## src/rtl/ti_share_splitter.sv

```systemverilog
// Splits an unmasked nibble stream into NUM_SHARES Boolean shares using LFSR randomness.
// The output register isolates the shares from the unmasked input; valid/ready on both sides.
module ti_share_splitter #(
  parameter int          WIDTH      = 4,
  parameter int          NUM_SHARES = 2,
  parameter logic [15:0] SEED_RESET = 16'hACE1
) (
  input  logic                          clk,
  input  logic                          rst,
  input  logic                          seed_load,
  input  logic [15:0]                   seed,
  input  logic                          in_valid,
  output logic                          in_ready,
  input  logic [WIDTH-1:0]              in_data,
  output logic                          out_valid,
  input  logic                          out_ready,
  output logic [NUM_SHARES*WIDTH-1:0]   out_shares,
  output logic [15:0]                   xfer_count
);

  localparam int MASK_W = (NUM_SHARES - 1) * WIDTH;

  if (NUM_SHARES < 2 || MASK_W > 16 || SEED_RESET == 16'h0000) begin : g_bad_params
    $error("ti_share_splitter: illegal parameter combination");
  end

  logic [15:0]                 lfsr;
  logic [15:0]                 lfsr_next;
  logic                        feedback;
  logic                        accept;
  logic [NUM_SHARES*WIDTH-1:0] shares_next;

  assign in_ready  = !seed_load && (!out_valid || out_ready);
  assign accept    = in_valid && in_ready;
  assign feedback  = lfsr[15] ^ lfsr[13] ^ lfsr[12] ^ lfsr[10];
  assign lfsr_next = {lfsr[14:0], feedback};

  // Mask shares come straight from the pre-advance LFSR; the last share absorbs the data.
  always_comb begin
    logic [WIDTH-1:0] last_share;
    shares_next = '0;
    last_share  = in_data;
    for (int i = 0; i < NUM_SHARES - 1; i++) begin
      shares_next[WIDTH*i +: WIDTH] = lfsr[WIDTH*i +: WIDTH];
      last_share                    = last_share ^ lfsr[WIDTH*i +: WIDTH];
    end
    shares_next[WIDTH*(NUM_SHARES-1) +: WIDTH] = last_share;
  end

  always_ff @(posedge clk) begin
    if (rst) begin
      lfsr       <= SEED_RESET;
      out_valid  <= 1'b0;
      out_shares <= '0;
      xfer_count <= '0;
    end else begin
      // The all-zero state would lock the LFSR, so a zero seed is replaced by 1.
      if (seed_load) begin
        lfsr <= (seed == 16'h0000) ? 16'h0001 : seed;
      end else if (accept) begin
        lfsr <= lfsr_next;
      end

      if (accept) begin
        out_shares <= shares_next;
        out_valid  <= 1'b1;
        xfer_count <= xfer_count + 16'd1;
      end else if (out_ready) begin
        out_valid <= 1'b0;
      end
    end
  end

endmodule

```

## config.mk

```make
export PLATFORM = sky130hd
export DESIGN_NAME = ti_share_splitter
export DESIGN_NICKNAME = d
export VERILOG_FILES = /design/src/rtl/ti_share_splitter.sv
export SDC_FILE = /design/constraint.sdc
export NUM_CORES = 1
export LEC_CHECK = 0
export CAP_MARGIN = 0
export CORE_ASPECT_RATIO = 0.75
export CORE_MARGIN = 10
export CORE_UTILIZATION = 43
export CTS_CLUSTER_DIAMETER = 100
export CTS_CLUSTER_SIZE = 24
export DETAILED_ROUTE_END_ITERATION = 8
export GPL_ROUTABILITY_DRIVEN = 0
export GPL_TIMING_DRIVEN = 0
export PLACE_DENSITY = 0.81
export SYNTH_ARGS = -nofsm -noshare
export SYNTH_HDL_FRONTEND = slang
export SYNTH_SLANG_ARGS = --single-unit
```

## constraint.sdc

```tcl
create_clock -name clk -period 2.1 [get_ports clk]
set_clock_uncertainty 0.05 [all_clocks]
set_input_delay 0.63 -clock clk [delete_from_list [all_inputs] [get_ports clk]]
set_output_delay 0.63 -clock clk [all_outputs]
set_load 0.05 [all_outputs]
```

==> reports/results.tsv <==
stage	metric	value	unit
run_status	status	finished, final reports clean	
floorplanning	Chip Width	96.2	µm
pwr	Worst IR Drop VDD	369	µV
sta	unrepaired setup endpoints after global routing	no	
clocking	CTS root buf	clkbuf_8	
clocking	H-tree levels	2	
global_routing	largest net degree at the start of global routing	14	
floorplanning	IO Count	51	
yosys	unique cell type count in the Yosys netlist	33	
worst_setup_path	critical path launch point type	input port	
pwr	Leakage	1.07	nW
placement	placed cell area	0.00245	mm²
worst_setup_path	Setup crit end kind	output pin	
sta	Rel. slew slack	65.1	%
final_layout	most common cell after layout, fill and taps aside	dfxtp_1	
worst_setup_path	Reg2Reg Depth	6	
worst_setup_path	Worst Path Arrival	1.35	ns
sta	Post-Route Setup TNS	0	ns
placement	Detail Placement HPWL	3.94	mm
yosys	flop and latch count out of synthesis	41	
clocking	CTS buffer count	5	
sta	Worst Tran Pin Value	0.523	ns
global_routing	initial antenna violation count	0	
global_routing	vias in the first global route	1709	
drt	Routed Antenna Nets	0	
placement	dpl ws	-1.05	ns
sta	hold_ws	0.409	ns
clocking	hold-fix buffers at CTS	0	
min_path	hold path cells	2	
final_layout	fin nets	303	
global_routing	total gr overflow	0	
worst_setup_path	crit path max fanout	10	
yosys	synthesized area	0.00187	mm²
floorplanning	core box area	0.00413	mm²
drt	Pre-Repair DR Iteration Count	4	
final_layout	antenna cells	0	
run	Maximum Capacitance Violations	0	
pwr	P per Cell Area	678	mW/mm²
worst_setup_path	R2R Path End	xfer_count[8]$_SDFFE_PP0P_	
yosys	syn avg cell area	8.63	µm²
min_path	hold crit path type	flip-flop to flip-flop	
worst_setup_path	CP required	1.42	ns
floorplanning	height of the die	77.1	µm
clocking	CTS sink cnt	41	
global_routing	All-Layer GR Usage	14.4	%
min_path	hold endpoint	out_shares[1]$_SDFFE_PP0P_	
final_layout	design area	0.00262	mm²
yosys	Cells after Synth	217	
clocking	CTS clk-pin slew, worst paths	0.08	ns
final_layout	area delta synth->final	39.7	%
drt	Routed WL	5.42	mm
drt	Via density	5.49	
worst_setup_path	Critical R2R Launch	xfer_count[4]$_SDFFE_PP0P_	
sta	Final setup viols	0	
global_routing	first-pass GRT wire length	8.56	mm
yosys	Seq/Total Area, Yosys	43.9	%
floorplanning	Initial Utilization	45.3	%
drt	routed vias	1827	
sta	Final Cycle Share	96.8	%
clocking	Max Buffers Root-to-Sink	2	
yosys	Synth Net Count	243	
drt	detailed-route wire length per cell	16.3	µm
clocking	Clock Latency Late Sink	0.31	ns
final_layout	Finished Core Util	63.3	%
sta	fin crit period	2.03	ns
drt	drt initial violations	87	
final_layout	share of layout cells above drive strength 1	11.9	%
final_layout	highest-count cells in the layout ignoring fill and taps	dfxtp_1 (39), dlygate4sd2_1 (26), nand2_1 (23)	
worst_setup_path	r2r setup slk	0.22	ns
placement	IO buf count	50	
sta	max-slew violations	0	
yosys	synth top area cells	dfxtp_1 (44%), a21oi_1 (5.6%), nand2_1 (4.8%)	
sta	fmax	0.492	GHz
sta	Setup WS post-layout	0.0668	ns
yosys	cell accounting for the most synthesized area	dfxtp_1	
floorplanning	number of core rows	20	
yosys	Yosys Warn Count	0	
clocking	CTS tree	built	
sta	final hold violation count	0	
min_path	HP Start	out_shares[1]$_SDFFE_PP0P_	
floorplanning	Die Area	0.00742	mm²
drt	DRC Markers	0	
worst_setup_path	WS Path Type	input port to output pin	
yosys	post-synth top area share	43.9	%
==> layout make-up <==
class	instances	area, µm²
Sequential cell	41	823
Inverter	6	22.5
Clock inverter	2	37.5
Buffer	13	73.8
Multi-Input combinational cell	156	1000
Fill cell	381	1510
Timing Repair Buffer	54	505
Clock buffer	6	82.6
Tap cell	55	68.8
==> cell usage after synthesis <==
library cell,number
inv_1,6
and2b_1,1
or3_1,4
o31ai_1,5
o21ba_2,1
nor4b_1,1
buf_6,1
or4_1,5
buf_2,1
ha_1,1
and3_1,9
clkbuf_1,12
xor2_1,4
nand4b_1,1
xnor2_1,9
or2_1,1
dfxtp_1,41
a21oi_1,21
nor4_1,6
nand2b_1,3
nor2b_1,8
nor2_1,12
o221a_2,4
a211oi_1,11
nand2_1,24
o21bai_1,7
o31a_1,1
nand3_1,3
nand2b_4,1
o21ai_0,4
a41oi_1,1
a31oi_1,4
nand4_1,4
==> metrics by stage <==
| step | power, mW | std cells |
|---|---|---|
| final | 1.77 | 333 |
| after global routing | 1.83 | 333 |
| after CTS | 1.77 | 330 |
| after detailed placement | 1.11 | 322 |
| after global placement | 1.11 | 322 |
| after floorplan | 1.00 | 217 |
==> worst max-delay path: stages <==
cell and delay [ns]:
clkdlybuf4s15_1 0.20, buf_6 0.14, buf_8 0.13, nor2_4 0.09
buf_8 0.15
==> what timing repair did <==
item	4_1_cts	5_1_grt
pin swaps	1	1
setup endpoints to repair	48	16
resized for setup	46	7
buffers inserted	1	3
==> worst max path at each step <==
stage	from	endpoint	slack, ns	cells after the start
6_report	seed_load	in_ready	0.07	5
5_1_grt	xfer_count[3]$_SDFFE_PP0P_	xfer_count[8]$_SDFFE_PP0P_	0.007	6
4_1_cts	out_ready	in_ready	-0.08	4
3_5_place_dp	seed_load	in_ready	-1.05	5
3_3_place_gp	seed_load	in_ready	-1.07	5
2_1_floorplan	seed_load	in_ready	0.03	3
==> kinds of logic after synthesis <==
kind of cell,after synthesis,synth area share [%]
buf+inv,20,4.48
compound gates,59,21.1
xor+xnor,13,6.08
flops,41,43.9
fa+ha+maj,1,0.668
simple gates,83,23.8
==> state kept, by name, summed over array words and instances (netlist names) <==
name / flops
out_valid: 1
out_shares: 8
xfer_count: 16
lfsr: 16
==> routing by layer <==
metal	track usage, %	share of wire [%]	up-vias	wire [µm]
met5	0	0	-	0
met4	6.18	1.6	0	86
met3	5.25	8.8	8	479
met2	20.0	44	63	2370
met1	19.1	46	846	2480
li1	-	-	910	-
==> report_power, final <==
group	total, mW	internal (mW)	leakage, nW	switching (mW)
logic	0.268	0.121	0.679	0.147
registers	0.836	0.812	0.337	0.0243
clock network	0.669	0.386	0.0574	0.282
total	1.77	1.32	1.07	0.454
No activity file was read; power rests on OpenSTA's default activity.
==> RTL edit (same settings) <==
Reset style: asynchronous (`rst`), changed in one clocked block.
--- a/src/rtl/ti_share_splitter.sv
+++ b/src/rtl/ti_share_splitter.sv
@@ -47,7 +47,7 @@
     shares_next[WIDTH*(NUM_SHARES-1) +: WIDTH] = last_share;
   end
 
-  always_ff @(posedge clk) begin
+  always_ff @(posedge clk or posedge rst) begin
     if (rst) begin
       lfsr       <= SEED_RESET;
       out_valid  <= 1'b0;
Function: differs if rst is asserted again (counterexample within 4 cycles, from zero or initial values and one cycle with rst high); with rst held inactive, the same outputs for 10 cycles.
==> RTL edit against the original RTL <==
Maximum frequency rose by 2.1%. Synthesized area up 0.53%. Final area decreased by 0.72%. Wire length fell by 18%. Sequential cell count stayed put. Global-route usage down 2.0 points. Worst setup slack better by 42 ps.
Power is not compared: it rests on default switching activity, and its combinational part moved more than twofold at a synthesized area within 25%.
==> RTL edit: results (changes against the original RTL) <==
<table>
<tr><th>Metric</th><th>Value</th></tr>
<tr><th colspan="2">Timing</th></tr>
<tr><td>Worst-case hold slack</td><td>413.9 ps (+4.957 ps)</td></tr>
<tr><th colspan="2">Cells and area</th></tr>
<tr><td>Number of multi-input combinational cells</td><td>124 (-21%)</td></tr>
<tr><td>Share of layout cells above drive strength 1</td><td>13.48% (+1.6 points)</td></tr>
<tr><td>Final net count</td><td>255 (-16%)</td></tr>
<tr><td>Combined area of the multi-input logic cells</td><td>825.8 µm² (-18%)</td></tr>
<tr><td>Sequential cell area</td><td>1036 µm² (+26%)</td></tr>
<tr><td>Non-clock buffer share of cell area</td><td>20.34% (-1.8 points)</td></tr>
<tr><th colspan="2">Critical path</th></tr>
<tr><td>Delay of the slowest critical-path stage</td><td>160 ps (-40 ps)</td></tr>
<tr><td>Slack of the worst reg-to-reg path</td><td>410 ps (+190 ps)</td></tr>
<tr><td>Critical-path cell with the highest stage delay</td><td>sky130_fd_sc_hd__clkbuf_8</td></tr>
<tr><td>Startpoint of the worst register-to-register path</td><td>out_valid$_DFFE_PP0P_</td></tr>
<tr><td>Cell count of the worst reg-to-reg path</td><td>5 (-1)</td></tr>
<tr><td>Capture instance of the worst register-to-register path</td><td>xfer_count[15]$_DFFE_PP0P_</td></tr>
<tr><th colspan="2">Global routing</th></tr>
<tr><td>Total routing resource utilization after global routing</td><td>12.35% (-2.0 points)</td></tr>
<tr><td>Met3 usage in global routing</td><td>5.058% (-0.19 points)</td></tr>
<tr><td>Met1 capacity usage during global routing</td><td>15.33% (-3.8 points)</td></tr>
<tr><td>Pin count of the biggest net entering global routing</td><td>42 (+28)</td></tr>
<tr><th colspan="2">Synth</th></tr>
<tr><td>Leading register cell type out of synthesis</td><td>sky130_fd_sc_hd__dfrtp_1</td></tr>
<tr><td>Async set-or-reset flop fraction in the synthesized netlist</td><td>100.0% (+100 points)</td></tr>
<tr><td>Leading post-synthesis cells by instance count</td><td>sky130_fd_sc_hd__nand2_1 (37), sky130_fd_sc_hd__dfrtp_1 (33), sky130_fd_sc_hd__xnor2_1 (19), sky130_fd_sc_hd__o21ai_1 (15), sky130_fd_sc_hd__mux2i_1 (11)</td></tr>
<tr><th colspan="2">Routing</th></tr>
<tr><td>Initial detailed-routing violation count</td><td>44 (-49%)</td></tr>
<tr><th colspan="2">Clocking</th></tr>
<tr><td>Count of buffers added by post-CTS timing repair for setup</td><td>0 (-1)</td></tr>
<tr><td>Insertion delay to the later sink of the worst-skew pair</td><td>290 ps (-20 ps)</td></tr>
<tr><th colspan="2">Worst hold path</th></tr>
<tr><td>Start point of the worst min-delay path</td><td>xfer_count[15]$_DFFE_PP0P_</td></tr>
<tr><th colspan="2">Run status</th></tr>
<tr><td>Result of the run</td><td>finished clean</td></tr>
<tr><th colspan="2">Placement</th></tr>
<tr><td>Placed Cells incl. Taps</td><td>276 (-14%)</td></tr>
</table>
[RTL edit: cell types whose count changed after synthesis, moves of 7 or more]
cell and change:
sky130_fd_sc_hd__nor2_1 -10, sky130_fd_sc_hd__mux2i_1 +11, sky130_fd_sc_hd__dfxtp_1 -41, sky130_fd_sc_hd__nor2b_1 -8
sky130_fd_sc_hd__o21ai_1 +15, sky130_fd_sc_hd__dfstp_2 +8, sky130_fd_sc_hd__nand2_1 +13, sky130_fd_sc_hd__clkbuf_1 -9
sky130_fd_sc_hd__a211oi_1 -11, sky130_fd_sc_hd__dfrtp_1 +33, sky130_fd_sc_hd__xnor2_1 +10, sky130_fd_sc_hd__a21oi_1 -19
sky130_fd_sc_hd__o21bai_1 -7
[RTL edit: through the flow]
stage / instance area, µm² / TNS, ps
finish: 2596 / 0
detailed placement: 2459 / -4660
global route: 2596 / 0
global placement: 2459 / -15420
CTS: 2582 / -239.1
floorplan: 1889 / 0
